==> config.mk <==
export PLATFORM = sky130hd
export DESIGN_NAME = shot_pixel_gen_flat
export DESIGN_NICKNAME = d
export VERILOG_FILES = /design/src/rtl/shot_pixel_gen_pkg.sv /design/src/rtl/shot_pixel_gen_if.sv /design/src/rtl/shot_pixel_gen_physics.sv /design/src/rtl/shot_pixel_gen.sv /design/src/flat_wrapper.sv
export SDC_FILE = /design/constraint.sdc
export NUM_CORES = 1
export LEC_CHECK = 0
export CELL_PAD_IN_SITES_DETAIL_PLACEMENT = 1
export CELL_PAD_IN_SITES_GLOBAL_PLACEMENT = 1
export CORE_MARGIN = 2
export CORE_UTILIZATION = 41
export DETAILED_ROUTE_END_ITERATION = 8
export HOLD_SLACK_MARGIN = 0.15
export PLACE_DENSITY_LB_ADDON = 0.1
export SLEW_MARGIN = 20
export SYNTH_ARGS = -nofsm -noshare
export SYNTH_HDL_FRONTEND = slang
export SYNTH_SLANG_ARGS = --single-unit
==> constraint.sdc <==
create_clock -name clk -period 3.02 [get_ports clk]
set_clock_uncertainty 0.1 [all_clocks]
set_input_delay 0.604 -clock clk [delete_from_list [all_inputs] [get_ports clk]]
set_output_delay 0.604 -clock clk [all_outputs]
set_load 0.05 [all_outputs]
==> src/rtl/shot_pixel_gen_pkg.sv <==
`default_nettype none
// ============================================================================
// Module      : court_pkg
// Description : Shared colours, frame-tick position and ball state encoding
//               for the basketball court pixel generator.
// Revision    : 1.0 - initial release
// ============================================================================
package court_pkg;

    localparam logic [2:0] C_BLACK = 3'b000;
    localparam logic [2:0] C_BALL  = 3'b110;
    localparam logic [2:0] C_RIM   = 3'b100;
    localparam logic [2:0] C_BOARD = 3'b111;
    localparam logic [2:0] C_FLOOR = 3'b011;
    localparam logic [2:0] C_SKY   = 3'b001;
    localparam logic [2:0] C_SCORE = 3'b010;

    // First pixel below the visible area: physics runs once per frame here
    localparam int C_TICK_ROW = 480;
    localparam int C_TICK_COL = 0;

    localparam int C_SCREEN_W = 640;

    typedef enum logic [1:0] {
        IDLE   = 2'd0,
        FLIGHT = 2'd1,
        SCORE  = 2'd2
    } state_t;

endpackage
`default_nettype wire

==> src/rtl/shot_pixel_gen_if.sv <==
`default_nettype none
// ============================================================================
// Module      : shot_pixel_gen_if
// Description : Pixel stream, button inputs and colour/score outputs of the
//               court pixel generator.
// Revision    : 1.0 - initial release
// ============================================================================
interface shot_pixel_gen_if;

    logic       p_tick;
    logic       video_on;
    logic [9:0] pixel_x;
    logic [9:0] pixel_y;
    logic       shoot;
    logic [2:0] sw;
    logic [2:0] rgb;
    logic [3:0] score;

    modport master (
        output p_tick, video_on, pixel_x, pixel_y, shoot, sw,
        input  rgb, score
    );

    modport slave (
        input  p_tick, video_on, pixel_x, pixel_y, shoot, sw,
        output rgb, score
    );

endinterface
`default_nettype wire

==> src/rtl/shot_pixel_gen_physics.sv <==
`default_nettype none
// ============================================================================
// Module      : shot_physics
// Description : Once-per-frame projectile state machine: launch, gravity
//               flight, basket/miss detection and BCD basket counter.
// Revision    : 1.0 - initial release
// ============================================================================
import court_pkg::*;

module shot_physics #(
    parameter int BALL_X0    = 80,
    parameter int BALL_Y0    = 400,
    parameter int BALL_SIZE  = 8,
    parameter int HOOP_X_L   = 520,
    parameter int HOOP_X_R   = 560,
    parameter int HOOP_Y     = 200,
    parameter int FLOOR_Y    = 460,
    parameter int GRAVITY    = 1,
    parameter int SCORE_HOLD = 60
) (
    input  wire logic          clk,
    input  wire logic          reset,
    input  wire logic          i_frame_tick,
    input  wire logic          i_shoot,
    input  wire logic [2:0]    i_sw,
    output logic [9:0]         o_bx,
    output logic signed [10:0] o_by,
    output state_t             o_state,
    output logic [3:0]         o_score
);

    localparam int HOLD_W = (SCORE_HOLD > 1) ? $clog2(SCORE_HOLD) : 1;

    localparam logic [9:0]          C_REST_X    = 10'(BALL_X0);
    localparam logic signed [10:0]  C_REST_Y    = 11'(BALL_Y0);
    localparam logic signed [10:0]  C_HOOP_Y    = 11'(HOOP_Y);
    localparam logic [10:0]         C_HOOP_L    = 11'(HOOP_X_L);
    localparam logic [10:0]         C_HOOP_R    = 11'(HOOP_X_R);
    localparam logic signed [10:0]  C_MISS_Y    = 11'(FLOOR_Y - BALL_SIZE);
    localparam logic [9:0]          C_MISS_X    = 10'(C_SCREEN_W);
    localparam logic [10:0]         C_HALF      = 11'(BALL_SIZE / 2);
    localparam logic [7:0]          C_GRAV      = 8'(GRAVITY);
    localparam logic [HOLD_W-1:0]   C_HOLD_LAST = HOLD_W'(SCORE_HOLD - 1);

    state_t             r_state,  w_state_nx;
    logic               r_armed,  w_armed_nx;
    logic               r_shoot_d;
    logic [9:0]         r_bx,     w_bx_nx;
    logic signed [10:0] r_by,     w_by_nx;
    logic [3:0]         r_vx,     w_vx_nx;
    logic signed [7:0]  r_vy,     w_vy_nx;
    logic [HOLD_W-1:0]  r_hold,   w_hold_nx;
    logic [3:0]         r_score,  w_score_nx;

    logic               w_shoot_edge;
    logic [9:0]         w_bx_step;
    logic signed [10:0] w_by_step;
    logic signed [7:0]  w_vy_step;
    logic [10:0]        w_ball_cx;
    logic               w_score_hit;
    logic               w_miss;
    logic [3:0]         w_vx_launch;
    logic signed [7:0]  w_vy_launch;
    logic [3:0]         w_score_inc;

    assign w_shoot_edge = i_shoot & ~r_shoot_d;

    // One integration step, computed from the pre-tick position and velocity
    assign w_bx_step   = r_bx + {6'd0, r_vx};
    assign w_by_step   = r_by + {{3{r_vy[7]}}, r_vy};
    assign w_vy_step   = r_vy + C_GRAV;
    assign w_ball_cx   = {1'b0, w_bx_step} + C_HALF;

    assign w_score_hit = (r_by < C_HOOP_Y) && (w_by_step >= C_HOOP_Y)
                      && (w_ball_cx >= C_HOOP_L) && (w_ball_cx < C_HOOP_R);
    assign w_miss      = (w_by_step >= C_MISS_Y) || (w_bx_step >= C_MISS_X);

    assign w_vx_launch = 4'd3 + {1'b0, i_sw};
    assign w_vy_launch = 8'd0 - (8'd12 + {5'd0, i_sw});
    assign w_score_inc = (r_score == 4'd9) ? 4'd0 : r_score + 4'd1;

    always_comb begin
        w_state_nx = r_state;
        w_armed_nx = r_armed;
        w_bx_nx    = r_bx;
        w_by_nx    = r_by;
        w_vx_nx    = r_vx;
        w_vy_nx    = r_vy;
        w_hold_nx  = r_hold;
        w_score_nx = r_score;
        case (r_state)
            IDLE: begin
                w_bx_nx = C_REST_X;
                w_by_nx = C_REST_Y;
                if (i_frame_tick && r_armed) begin
                    w_state_nx = FLIGHT;
                    w_armed_nx = 1'b0;
                    w_vx_nx    = w_vx_launch;
                    w_vy_nx    = w_vy_launch;
                end else if (w_shoot_edge) begin
                    w_armed_nx = 1'b1;
                end
            end
            FLIGHT: begin
                if (i_frame_tick) begin
                    w_bx_nx = w_bx_step;
                    w_by_nx = w_by_step;
                    w_vy_nx = w_vy_step;
                    if (w_score_hit) begin
                        w_state_nx = SCORE;
                        w_hold_nx  = '0;
                        w_score_nx = w_score_inc;
                    end else if (w_miss) begin
                        w_state_nx = IDLE;
                        w_bx_nx    = C_REST_X;
                        w_by_nx    = C_REST_Y;
                    end
                end
            end
            SCORE: begin
                if (i_frame_tick) begin
                    if (r_hold == C_HOLD_LAST) begin
                        w_state_nx = IDLE;
                        w_hold_nx  = '0;
                        w_bx_nx    = C_REST_X;
                        w_by_nx    = C_REST_Y;
                    end else begin
                        w_hold_nx  = r_hold + 1'b1;
                    end
                end
            end
            default: begin
                w_state_nx = IDLE;
            end
        endcase
    end

    always_ff @(posedge clk) begin
        if (reset) begin
            r_state   <= IDLE;
            r_armed   <= 1'b0;
            r_shoot_d <= 1'b0;
            r_bx      <= C_REST_X;
            r_by      <= C_REST_Y;
            r_vx      <= '0;
            r_vy      <= '0;
            r_hold    <= '0;
            r_score   <= '0;
        end else begin
            r_state   <= w_state_nx;
            r_armed   <= w_armed_nx;
            r_shoot_d <= i_shoot;
            r_bx      <= w_bx_nx;
            r_by      <= w_by_nx;
            r_vx      <= w_vx_nx;
            r_vy      <= w_vy_nx;
            r_hold    <= w_hold_nx;
            r_score   <= w_score_nx;
        end
    end

    assign o_bx    = r_bx;
    assign o_by    = r_by;
    assign o_state = r_state;
    assign o_score = r_score;

endmodule
`default_nettype wire

==> src/rtl/shot_pixel_gen.sv <==
`default_nettype none
// ============================================================================
// Module      : shot_pixel_gen
// Description : Court renderer downstream of vga_sync: frame-tick decode,
//               layered colour mux and registered rgb output.
// Revision    : 1.0 - initial release
// ============================================================================
import court_pkg::*;

module shot_pixel_gen #(
    parameter int BALL_X0    = 80,
    parameter int BALL_Y0    = 400,
    parameter int BALL_SIZE  = 8,
    parameter int HOOP_X_L   = 520,
    parameter int HOOP_X_R   = 560,
    parameter int HOOP_Y     = 200,
    parameter int FLOOR_Y    = 460,
    parameter int GRAVITY    = 1,
    parameter int SCORE_HOLD = 60
) (
    input  wire logic       clk,
    input  wire logic       reset,
    shot_pixel_gen_if.slave vga
);

    localparam logic [9:0] C_RIM_Y0   = 10'(HOOP_Y);
    localparam logic [9:0] C_RIM_Y1   = 10'(HOOP_Y + 3);
    localparam logic [9:0] C_RIM_X0   = 10'(HOOP_X_L);
    localparam logic [9:0] C_RIM_X1   = 10'(HOOP_X_R);
    localparam logic [9:0] C_BOARD_X1 = 10'(HOOP_X_R + 4);
    localparam logic [9:0] C_BOARD_Y0 = 10'(HOOP_Y - 40);
    localparam logic [9:0] C_FLOOR_Y  = 10'(FLOOR_Y);

    logic               w_frame_tick;
    logic [9:0]         w_bx;
    logic signed [10:0] w_by;
    state_t             w_state;
    logic [3:0]         w_score;

    logic signed [11:0] w_px;
    logic signed [11:0] w_py;
    logic signed [11:0] w_ball_x0;
    logic signed [11:0] w_ball_x1;
    logic signed [11:0] w_ball_y0;
    logic signed [11:0] w_ball_y1;
    logic               w_in_ball;
    logic               w_in_rim;
    logic               w_in_board;
    logic               w_in_floor;
    logic [2:0]         w_colour;
    logic [2:0]         r_rgb;

    assign w_frame_tick = vga.p_tick
                       && (vga.pixel_x == 10'(C_TICK_COL))
                       && (vga.pixel_y == 10'(C_TICK_ROW));

    shot_physics #(
        .BALL_X0    (BALL_X0),
        .BALL_Y0    (BALL_Y0),
        .BALL_SIZE  (BALL_SIZE),
        .HOOP_X_L   (HOOP_X_L),
        .HOOP_X_R   (HOOP_X_R),
        .HOOP_Y     (HOOP_Y),
        .FLOOR_Y    (FLOOR_Y),
        .GRAVITY    (GRAVITY),
        .SCORE_HOLD (SCORE_HOLD)
    ) u_physics (
        .clk          (clk),
        .reset        (reset),
        .i_frame_tick (w_frame_tick),
        .i_shoot      (vga.shoot),
        .i_sw         (vga.sw),
        .o_bx         (w_bx),
        .o_by         (w_by),
        .o_state      (w_state),
        .o_score      (w_score)
    );

    // Signed compares so a ball partly above row 0 still draws its visible rows
    assign w_px      = {2'b00, vga.pixel_x};
    assign w_py      = {2'b00, vga.pixel_y};
    assign w_ball_x0 = {2'b00, w_bx};
    assign w_ball_x1 = w_ball_x0 + 12'(BALL_SIZE);
    assign w_ball_y0 = {w_by[10], w_by};
    assign w_ball_y1 = w_ball_y0 + 12'(BALL_SIZE);

    assign w_in_ball  = (w_px >= w_ball_x0) && (w_px < w_ball_x1)
                     && (w_py >= w_ball_y0) && (w_py < w_ball_y1);
    assign w_in_rim   = (vga.pixel_y >= C_RIM_Y0) && (vga.pixel_y < C_RIM_Y1)
                     && (vga.pixel_x >= C_RIM_X0) && (vga.pixel_x < C_RIM_X1);
    assign w_in_board = (vga.pixel_x >= C_RIM_X1) && (vga.pixel_x < C_BOARD_X1)
                     && (vga.pixel_y >= C_BOARD_Y0) && (vga.pixel_y < C_RIM_Y1);
    assign w_in_floor = (vga.pixel_y >= C_FLOOR_Y);

    always_comb begin
        w_colour = C_SKY;
        if (!vga.video_on) begin
            w_colour = C_BLACK;
        end else if (w_in_ball) begin
            w_colour = C_BALL;
        end else if (w_in_rim) begin
            w_colour = C_RIM;
        end else if (w_in_board) begin
            w_colour = C_BOARD;
        end else if (w_in_floor) begin
            w_colour = C_FLOOR;
        end else if (w_state == SCORE) begin
            w_colour = C_SCORE;
        end
    end

    always_ff @(posedge clk) begin
        if (reset) begin
            r_rgb <= C_BLACK;
        end else if (vga.p_tick) begin
            r_rgb <= w_colour;
        end
    end

    assign vga.rgb   = r_rgb;
    assign vga.score = w_score;

endmodule
`default_nettype wire

==> src/flat_wrapper.sv <==
// flat-port wrapper written by rule: the top's interface ports become plain ports
module shot_pixel_gen_flat 
#(
    parameter int BALL_X0    = 80,
    parameter int BALL_Y0    = 400,
    parameter int BALL_SIZE  = 8,
    parameter int HOOP_X_L   = 520,
    parameter int HOOP_X_R   = 560,
    parameter int HOOP_Y     = 200,
    parameter int FLOOR_Y    = 460,
    parameter int GRAVITY    = 1,
    parameter int SCORE_HOLD = 60
)
  (clk, reset, vga_p_tick, vga_video_on, vga_pixel_x, vga_pixel_y, vga_shoot, vga_sw, vga_rgb, vga_score);
  shot_pixel_gen_if vga_i ();
  input  wire logic clk;
  input  wire logic reset;
  input wire logic [$bits(vga_i.p_tick)-1:0] vga_p_tick;
  input wire logic [$bits(vga_i.video_on)-1:0] vga_video_on;
  input wire logic [$bits(vga_i.pixel_x)-1:0] vga_pixel_x;
  input wire logic [$bits(vga_i.pixel_y)-1:0] vga_pixel_y;
  input wire logic [$bits(vga_i.shoot)-1:0] vga_shoot;
  input wire logic [$bits(vga_i.sw)-1:0] vga_sw;
  output wire logic [$bits(vga_i.rgb)-1:0] vga_rgb;
  output wire logic [$bits(vga_i.score)-1:0] vga_score;
  assign vga_i.p_tick = vga_p_tick;
  assign vga_i.video_on = vga_video_on;
  assign vga_i.pixel_x = vga_pixel_x;
  assign vga_i.pixel_y = vga_pixel_y;
  assign vga_i.shoot = vga_shoot;
  assign vga_i.sw = vga_sw;
  assign vga_rgb = vga_i.rgb;
  assign vga_score = vga_i.score;
  shot_pixel_gen #(.BALL_X0(BALL_X0), .BALL_Y0(BALL_Y0), .BALL_SIZE(BALL_SIZE), .HOOP_X_L(HOOP_X_L), .HOOP_X_R(HOOP_X_R), .HOOP_Y(HOOP_Y), .FLOOR_Y(FLOOR_Y), .GRAVITY(GRAVITY), .SCORE_HOLD(SCORE_HOLD)) u_core (.clk(clk), .reset(reset), .vga(vga_i));
endmodule
==> results of run 1 <==
[worst paths after layout]
kind | slack [ns] | end | from | cells past startpoint
setup / recovery | -0.41 | u_core.u_physics.o_by[6] | u_core.u_physics.o_bx[2] | 11
hold / removal | 0.41 | u_core.u_physics.r_hold[4] | u_core.u_physics.r_hold[4] | 1
setup reg to reg | -0.41 | u_core.u_physics.o_by[6] | u_core.u_physics.o_bx[2] | 11
hold reg to reg | 0.41 | u_core.u_physics.r_hold[4] | u_core.u_physics.r_hold[4] | 1
[stage by stage]
step	power [µW]	setup slack [ns]	utilization, %	area, µm²	hold slack, ns
after floorplan	779	-0.110	-	4630	0.346
after global routing	1540	-0.531	57.9	6280	0.434
after CTS	1490	-0.358	56.9	6160	0.397
after global placement	887	-0.293	53.6	5810	0.366
final	1490	-0.415	57.9	6280	0.411
after detailed placement	896	-0.383	53.6	5810	0.378
[layer usage]
metal,up-vias,GRT usage [%],part of all wire [%]
li1,2401,-,-
met1,2459,33.5,43
met2,120,54.4,51
met3,34,2.67,3.2
met4,0,8.14,2.3
met5,-,0,0
[flip-flops by register name, indices dropped and copies added, names as in the netlist]
name,cells
u_core.u_physics.r_hold,6
u_core.u_physics.r_shoot_d,1
u_core.u_physics.o_bx,10
u_core.u_physics.r_vy,8
u_core.u_physics.r_vx,4
u_core.u_physics.o_score,4
u_core.u_physics.r_armed,1
u_core.u_physics.o_state,2
u_core.u_physics.o_by,11
u_core.vga.rgb,3
[layout by cell type, fill, tap and decap left out, types with 6 or more instances in the layout]
cell type and instances:
buf_4 107, ha_1 53, nor2_1 46, dfxtp_1 45, nand2_1 44, inv_1 37, clkdlybuf4s50_1 34, a21oi_1 29
nand3_1 22, o21ai_0 21, xnor2_1 16, o21a_1 11, nor3_1 10, nand4_1 10, xor2_1 9, a211oi_1 9
o21ai_1 9, o211ai_1 8, nor2b_1 8, a21o_1 7, and3_1 7, nand2b_1 7, o22ai_1 6, a311oi_1 6
a31oi_1 6, a211oi_2 6, o21bai_1 6, clkbuf_8 6
[final cells by class]
class	count	area (µm²)
Inverter	39	146
Timing Repair Buffer	146	1210
Tap cell	140	175
Sequential cell	50	1010
Clock inverter	2	60.1
Fill cell	1343	4560
Clock buffer	6	82.6
Multi-Input combinational cell	465	3600
[logic make-up after synthesis]
group	share of synthesized area (%)
XOR/XNOR	5.51
multiplexers	1.10
adder cells (fa/ha/maj)	16.5
buffers and inverters	5.56
AND/OR/NAND/NOR	21.6
AO/OA/AOI/OAI	27.8
flip-flops	21.9
[cells in the mapped netlist, types with 5 or more instances]
cell      count
nand4_1      10
inv_1        37
nand2_1      46
a31oi_1       6
nor3_1       12
nor2b_1       9
dfxtp_1      50
o211ai_1      8
nor4_1        7
a22o_1        5
nand2b_1      7
nor2_1       46
o21bai_1      6
clkbuf_1     14
o21ai_0      33
mux2i_1       5
ha_1         57
a21oi_1      31
o22ai_1       6
a211oi_1     12
nand3_1      24
a21o_1        7
xnor2_1      16
xor2_1        9
a311oi_1     10
and3_1        7
o21a_1       11
[repair_timing]
item | in CTS | in global routing
cloned | 1 | 0
gates resized for setup | 26 | 25
setup buffers | 8 | 4
setup endpoints to repair | 33 | 37
endpoints found under the hold margin | 0 | 0
pin swaps | 26 | 10
[report_power, final]
group	switching [µW]	total, µW	internal [µW]
Combinational	118	219	101
Sequential	5.53	669	664
Clock	246	599	354
==> run metrics, run 1 <==
outcome finished with violations; failing checks negative setup slack; Buf/Inv on CP 1; final hold vios 0; Die W 110 µm; H-tree Lvls 2; crit-path max FO 5; number of setup violations in the final report 33; max-cap violations 0; Critical Path End Type register; ys flop type dfxtp_1; layout cells sized above 1 26.6%; Worst-path clk slew 0.11 ns; Area Overhead vs Synth 37.5%; Avg WL per Cell 19.8 µm; peak supply drop 0.248 mV; Hold Buf Count CTS 0; Syn Inst Count 573; cell family with most CP delay simple AND/OR/NAND/NOR gates; sequential fraction of the synthesis area 21.9%; Detailed Route Iter0 Violations 220; fin cells 848; DRC viols 0; # rows 38; asr flop ratio synth 0%; total wire length 16800 µm; min Tclk post-route 3.43 ns; Cells after DPL 828; fin. max-slew vios 0; Final ANT Viol Nets 0; drt pass-1 iters 5; slowest stage cell on the critical path or4b_4; grt ovf 0; measured slew at the worst slew-check pin 0.763 ns; Die Ht 110 µm; vias per inst 5.91; placed wire-length estimate 12600 µm; Ports 35; Data arrival, critical path 3.54 ns; antenna cells 0; root buf cell clkbuf_8; maximum clock insertion buffer count 2; syn_nets 660; Post-synth EDFFs 0; total die area 12000 µm²; PortBufs 34; final worst setup slack -0.415 ns; routed via count 5014; CP max stage delay 0.53 ns; Fmax achieved 0.291 GHz; Cell Pwr Density 237 nW/µm²; worst path cell trace ha_1 -> buf_4 -> nand2_1 -> nor4_1 -> o32ai_2 -> or4b_4 -> and4_1 -> a211o_1 -> and4_4 -> o21ai_4 -> o21ai_1; HP Class register to register; Num CTS Buffers 5; GRT Util Overall 28.5%; first-pass GRT wire length 26800 µm; CP startpoint kind register; relative slew slack 49.0%; Synth Warn # 0; RSZ-0062 raised after global routing yes; CTS tree built; top cell type's share of synthesized area 21.9%; vias in the first global route 5311; Netlist cell types 71; Netlist Area Pre-Place 4570 µm²; Required @ worst endpoint 3.12 ns; Clock Latency Late Sink 0.32 ns; dominant cells by area after synthesis dfxtp_1, ha_1, nand2_1, nor2_1, o21ai_0; Num Clock Sinks 50; Setup TNS -11.93 ns; Syn Area/Cell 7.97 µm²; Leak 0.00257 µW; initial antenna violation count 0; Synth area leader dfxtp_1; nets 794; Starting Density 42.1%; core footprint 10800 µm²; largest net degree at the start of global routing 18; Crit Path Category register to register; crit share post-route 114%; Seq cells post-synth 50; RD Place Congestion 0.868
Note: power is estimated with default switching activity, not from simulation.
==> run 2: changes to the inputs <==
- CORE_UTILIZATION: 41 -> 42
- CTS_BUF_LIST: unset -> sky130_fd_sc_hd__clkbuf_4 sky130_fd_sc_hd__clkbuf_8
==> run 2 against run 1 <==
Against the previous run: the flow still finishes with violations (negative setup slack); sequential power barely moved; core utilization is 1.2 points higher; critical path type unchanged; final cell count is 1.3% higher; combinational power hardly changed; hold slack got worse by 0.011 ns.
==> run metrics, run 2 (synthesis gave the netlist of run 1 again) <==
Starting Density 42.5% (+0.37 points); clock power share 37.1% (-3.2 points); Die W 108 µm (-1.2%); fin cells 859 (+1.3%); Clock Latency Late Sink 0.34 ns (+0.02 ns); outcome finished with violations; worst path cell trace buf_4 -> ha_4 -> buf_4 -> a21oi_2 -> o22ai_2 -> a211oi_4 -> or4b_4 -> and4_1 -> a211o_1 -> nand4_1 -> buf_6 -> a21boi_4 -> a22o_1; core footprint 10700 µm² (-0.88%); Final ANT Viol Nets 0 (unchanged); Num Clock Sinks 50 (unchanged); Worst Reg2Reg Path Length in Cells 13 (+2); cell mode on critical path buf_4; number of setup violations in the final report 33 (unchanged); final hold vios 0 (unchanged); Crit Path Category register to register; vias per inst 5.81 (-1.7%); CTS tree built; total die area 11700 µm² (-2.3%); sequential share of power 47.2% (+2.2 points); CP max stage delay 0.53 ns (about the same); Num CTS Buffers 5 (unchanged); Ports 35 (unchanged); DRC viols 0 (unchanged); total wire length 17200 µm (+2.4%); Required @ worst endpoint 3.14 ns (+0.02 ns); failing checks negative setup slack; root buf cell clkbuf_8; Detailed Route Iter0 Violations 220 (unchanged); relative slew slack 62.6% (+14 points); fill count 1340 (-0.22%); measured slew at the worst slew-check pin 0.558 ns (-0.204 ns); largest net degree at the start of global routing 32 (+14); initial antenna violation count 0 (unchanged); most frequent cells in the layout buf_4, ha_1, dfxtp_1; Hold WS 0.400 ns (-0.0114 ns); slowest stage cell on the critical path or4b_4; Critical Path End Type register; first-pass GRT wire length 27300 µm (+2.1%); design area 6360 µm² (+1.2%); GRT Util Overall 30.1% (+1.6 points); Psw 395 µW (+6.9%); Core Util, Final 59.2% (+1.2 points); nets 805 (+1.4%); Area Overhead vs Synth 39.2%; Worst-path clk slew 0.12 ns (about the same); Leak 0.00263 µW (+2.4%); crit share post-route 112% (-1.6 points); DP Area 5860 µm² (+0.82%); Cell Pwr Density 223 nW/µm² (-5.9%); HP Class register to register; Avg WL per Cell 20.1 µm (+1.1%); grt ovf 0 (unchanged); RSZ-0062 raised after global routing yes; vias in the first global route 5481 (+3.2%); min Tclk post-route 3.39 ns (-0.0474 ns); commonest non-fill, non-tap cell in the layout buf_4; crit-path max FO 5 (unchanged); Fmax achieved 0.295 GHz (+1.4%); max reg flops 11 (unchanged); peak supply drop 0.201 mV (-19%); H-tree Lvls 2 (unchanged); Data arrival, critical path 3.51 ns (-0.03 ns); # rows 38 (unchanged); hold path cells 1 (unchanged); dpl ws -0.416 ns (-0.0336 ns); internal power 1020 µW (-8.7%); Die Ht 108 µm (-1.2%); routed via count 4994 (-0.40%); drt pass-1 iters 6 (+1); placed wire-length estimate 12700 µm (+1.2%); layout cells sized above 1 28.1% (+1.5 points); Cells after DPL 836 (+0.97%); fin. max-slew vios 0 (unchanged); switch share 27.9% (+3.1 points); Gate power share 15.7% (+1.0 points); antenna cells 0 (unchanged); final worst setup slack -0.367 ns (+0.0474 ns); RD Place Congestion 0.887 (+2.2%); CP startpoint kind register; PortBufs 34 (unchanged); Hold Buf Count CTS 0 (unchanged); max-cap violations 0 (unchanged); maximum clock insertion buffer count 2 (unchanged)
-- run 2: cell types whose count changed in the layout (fill, tap and decap cells not counted), sizes merged --
cell    change
buf        +11
inv         +2
clkbuf      -1
bufinv      -1
-- run 2: what timing repair did --
action / 4_1_cts / 5_1_grt
pin swaps: 28 / 2
endpoints found under the hold margin: 0 / 0
endpoints found under the setup margin: 33 / 34
buffers inserted: 12 / 3
gates cloned: 1 / 0
resized for setup: 39 / 16
-- run 2: path summary, 6_finish.rpt --
kind,from,to,slack [ns]
max,u_core.u_physics.o_bx[1],u_core.u_physics.o_bx[0],-0.37
min,u_core.vga.rgb[0],u_core.vga.rgb[0],0.40
max reg2reg,u_core.u_physics.o_bx[1],u_core.u_physics.o_bx[0],-0.37
min reg2reg,u_core.vga.rgb[0],u_core.vga.rgb[0],0.40
-- run 2: final cells by class --
class	count	area [µm²]	area share, %
clock buffer	5	68.8	1.08
clock inverter	3	47.5	0.748
inverter	39	146	2.30
multi-input combinational	465	3630	57.2
sequential	50	1010	15.9
tap	140	175	2.76
timing repair buffer	157	1270	20.1
-- run 2: per-stage QoR --
stage | setup TNS [ns] | total power, µW
global route | -13.97 | 1470
detailed placement | -11.94 | 898
finish | -10.02 | 1420
floorplan | -1.99 | 779
CTS | -6.41 | 1410
global placement | -8.95 | 891
-- run 2: routing by layer --
layer | global-route usage, % | vias up | routed length (µm)
met5 | 0 | - | 0
met4 | 14.5 | 0 | 680
met3 | 3.50 | 47 | 608
met2 | 56.3 | 113 | 8780
met1 | 33.7 | 2409 | 7160
li1 | - | 2425 | -
-- run 2: critical path: cells and delay by family (launching register included) --
| family | cells | cell delay [ns] |
|---|---|---|
| AND/OR/NAND/NOR | 3 | 0.86 |
| adder cells (fa/ha/maj) | 1 | 0.15 |
| flip-flops | 1 | 0.36 |
| AO/OA/AOI/OAI | 6 | 1.38 |
| buffers and inverters | 3 | 0.42 |
-- run 2: power by group through the flow --
stage	sequential, µW	clock, µW	combinational (µW)
after CTS	668	525	220
after global routing	670	557	244
after detailed placement	685	0	214
after global placement	684	0	207
after floorplan	687	0	91.6
final	668	525	222
==> RTL change, RTL diff (settings of run 1) <==
`SCORE_HOLD` is set to 60 in 3 places; all go to 120.
--- a/src/rtl/shot_pixel_gen_physics.sv
+++ b/src/rtl/shot_pixel_gen_physics.sv
@@ -17,5 +17,5 @@
     parameter int FLOOR_Y    = 460,
     parameter int GRAVITY    = 1,
-    parameter int SCORE_HOLD = 60
+    parameter int SCORE_HOLD = 120
 ) (
     input  wire logic          clk,
--- a/src/rtl/shot_pixel_gen.sv
+++ b/src/rtl/shot_pixel_gen.sv
@@ -17,5 +17,5 @@
     parameter int FLOOR_Y    = 460,
     parameter int GRAVITY    = 1,
-    parameter int SCORE_HOLD = 60
+    parameter int SCORE_HOLD = 120
 ) (
     input  wire logic       clk,
--- a/src/flat_wrapper.sv
+++ b/src/flat_wrapper.sv
@@ -10,5 +10,5 @@
     parameter int FLOOR_Y    = 460,
     parameter int GRAVITY    = 1,
-    parameter int SCORE_HOLD = 60
+    parameter int SCORE_HOLD = 120
 )
   (clk, reset, vga_p_tick, vga_video_on, vga_pixel_x, vga_pixel_y, vga_shoot, vga_sw, vga_rgb, vga_score);
Behaviour: same outputs for any inputs over 10 cycles, from zero or initial values and one cycle with reset high; that may be too few to reach the edited logic, so the function may still have changed.
==> RTL change against run 1 <==
The flow still finishes with violations (negative setup slack). Via count up 11%. Sequential cell count up 1. Die area up 0.81%. Utilization up 5.2 points. Total power down 7.0%. Cell area up 9.4%. Count of clock-buffer cells in the layout down 1. Worst setup slack worse by 0.38 ns. Hold slack better by 0.015 ns. Clock power down 15%. Routed wire length up 20%. Fmax down 9.9%. Area after synthesis up 0.85%.
==> RTL change: results (changes against run 1) <==
GRT
  • Maximum number of pins on one net before global-route repair: 22 (+4)
  • Grt met2 use: 0.578 (+0.0339)
  • Met3 Use GR: 0.0412 (+0.0145)
  • First-pass GRT wire length: 28,800 um (+7.7%)
  • Met1 usage in global routing: 0.351 (+0.0167)
  • Vias in the first global route: 5,679 (+6.9%)
  • Total track usage: 0.306 (+0.0211)

Cells and area
  • Fill cell count: 1,272 (-5.3%)
  • Layout Nets: 840 (+5.8%)
  • Ratio of cells with drive above 1 in the final layout: 0.338 (+0.0722)

Routing
  • DR iter-0 viols: 297 (+35%)
  • WL per Instance: 22.6 um (+14%)
  • Via count: 5,542 (+11%)
  • M1 WL: 8160 um (+12%)
  • Met2 wire len: 10,300 um (+20%)
  • Met3 wire len: 892 um (+64%)

Power and ir drop
  • Clock power frac: 0.369 (-0.034)
  • Peak VDD IR: 170 uV (-31%)
  • Static leakage: 2.86 nW (+11%)
  • Internal power: 1.02 mW (-8.9%)
  • Sequential share of power: 0.490 (+0.040)

Setup path
  • Flop2flop setup slack: -0.79 ns (-0.38 ns)
  • Depth of the most critical reg-to-reg path: 12 (+1)
  • Critical Path End: u_core.u_physics.o_score[0]$_SDFFE_PP0P_
  • Critical Path Start: u_core.u_physics.o_bx[0]$_SDFFE_PP0P_
  • CP Max Fanout: 4 (-1)

Timing
  • Final worst slack: -0.792 ns (-0.377 ns)
  • Max-slew headroom: 0.546 (+0.0562)
  • Final setup viols: 35 (+6.1%)

Synth
  • Register area share after synthesis: 0.222 (+0.00250)
  • Synth top cells by count: 58 x ha_1, 51 x dfxtp_1, 40 x inv_1
  • Unique masters post-synth: 66 (-7.0%)
  • Dominant cells by area after synthesis: dfxtp_1 22%, ha_1 16%, xnor2_1 4.0%
  • Net Count, Synth: 657 (-0.45%)

Run status
  • Status: finished, violations left
  • Failing checks: negative setup slack

Placement
  • Post-DP HPWL: 13,600 um (+8.1%)
  • Post-Place Setup Slack: -0.748 ns (-0.365 ns)
  • GP Congestion: 0.891 (+2.6%)

Clock tree
  • Clock Latency Late Sink: 0.33 ns

Worst hold path
  • WHS Path Cells: 2 (+1)
[RTL change: cell count changes after synthesis, moves of 5 or more]
cell,change
nand2_1,-23
nor2_1,-8
nand2b_1,+7
o21ai_0,-7
a21o_1,+6
a22o_1,+5
a311oi_1,-5
xnor2_1,+5
[RTL change: layout make-up]
class                           instances  share of cell area
Multi-Input combinational cell        456               0.553
Timing Repair Buffer                  196               0.233
Sequential cell                        51               0.150
Tap cell                              140              0.0255
Inverter                               42              0.0229
Clock buffer                            5              0.0100
Clock inverter                          2             0.00528
[RTL change: cell families after synthesis]
logic type	count (synthesis)	synth area share
fa+ha+maj	60	0.166
mux	6	0.0130
simple gates	184	0.220
compound gates	179	0.275
buf+inv	62	0.0530
flops	51	0.222
xor+xnor	27	0.0513
[RTL change: timing repair]
item | in CTS | in global routing
gates resized for setup | 38 | 59
pin swaps | 22 | 22
gates cloned | 0 | 0
buffers inserted | 10 | 10
hold endpoints to repair | 0 | 0
setup endpoints to repair | 45 | 46
[RTL change: critical path, cell delays in order (launching register included)]
cell,delay [ns]
dfxtp_1,0.43
ha_4,0.20
fa_2,0.26
a211oi_2,0.09
buf_4,0.16
or2_2,0.36
nor4_2,0.32
nor2_1,0.10
a22o_1,0.25
or4_4,0.60
or4_4,0.54
xnor2_2,0.15
nor2b_1,0.15
[RTL change: worst min path at each step]
stage                                            startpoint                                 endpoint  slack [ns]
finish              u_core.u_physics.r_hold[5]$_SDFFE_PP0P_  u_core.u_physics.r_hold[5]$_SDFFE_PP0P_        0.43
detailed placement  u_core.u_physics.r_hold[5]$_SDFFE_PP0P_  u_core.u_physics.r_hold[5]$_SDFFE_PP0P_        0.42
CTS                 u_core.u_physics.r_hold[5]$_SDFFE_PP0P_  u_core.u_physics.r_hold[5]$_SDFFE_PP0P_        0.43
floorplan             u_core.u_physics.r_vx[0]$_SDFFE_PP0P_    u_core.u_physics.r_vx[0]$_SDFFE_PP0P_        0.36
global route        u_core.u_physics.r_hold[5]$_SDFFE_PP0P_  u_core.u_physics.r_hold[5]$_SDFFE_PP0P_        0.46
global placement    u_core.u_physics.r_hold[1]$_SDFFE_PP0P_  u_core.u_physics.r_hold[1]$_SDFFE_PP0P_        0.38
[RTL change: per-stage QoR]
| step | power (mW) | cells | area [sq um] | TNS (ns) | hold slack, ns |
|---|---|---|---|---|---|
| floorplan | 0.763 | 569 | 4670 | -10.07 | 0.358 |
| global placement | 0.863 | 866 | 6170 | -21.46 | 0.382 |
| detailed placement | 0.872 | 866 | 6170 | -28.27 | 0.418 |
| CTS | 1.36 | 882 | 6520 | -18.07 | 0.435 |
| global route | 1.43 | 892 | 6870 | -25.79 | 0.465 |
| finish | 1.38 | 892 | 6870 | -21.62 | 0.426 |
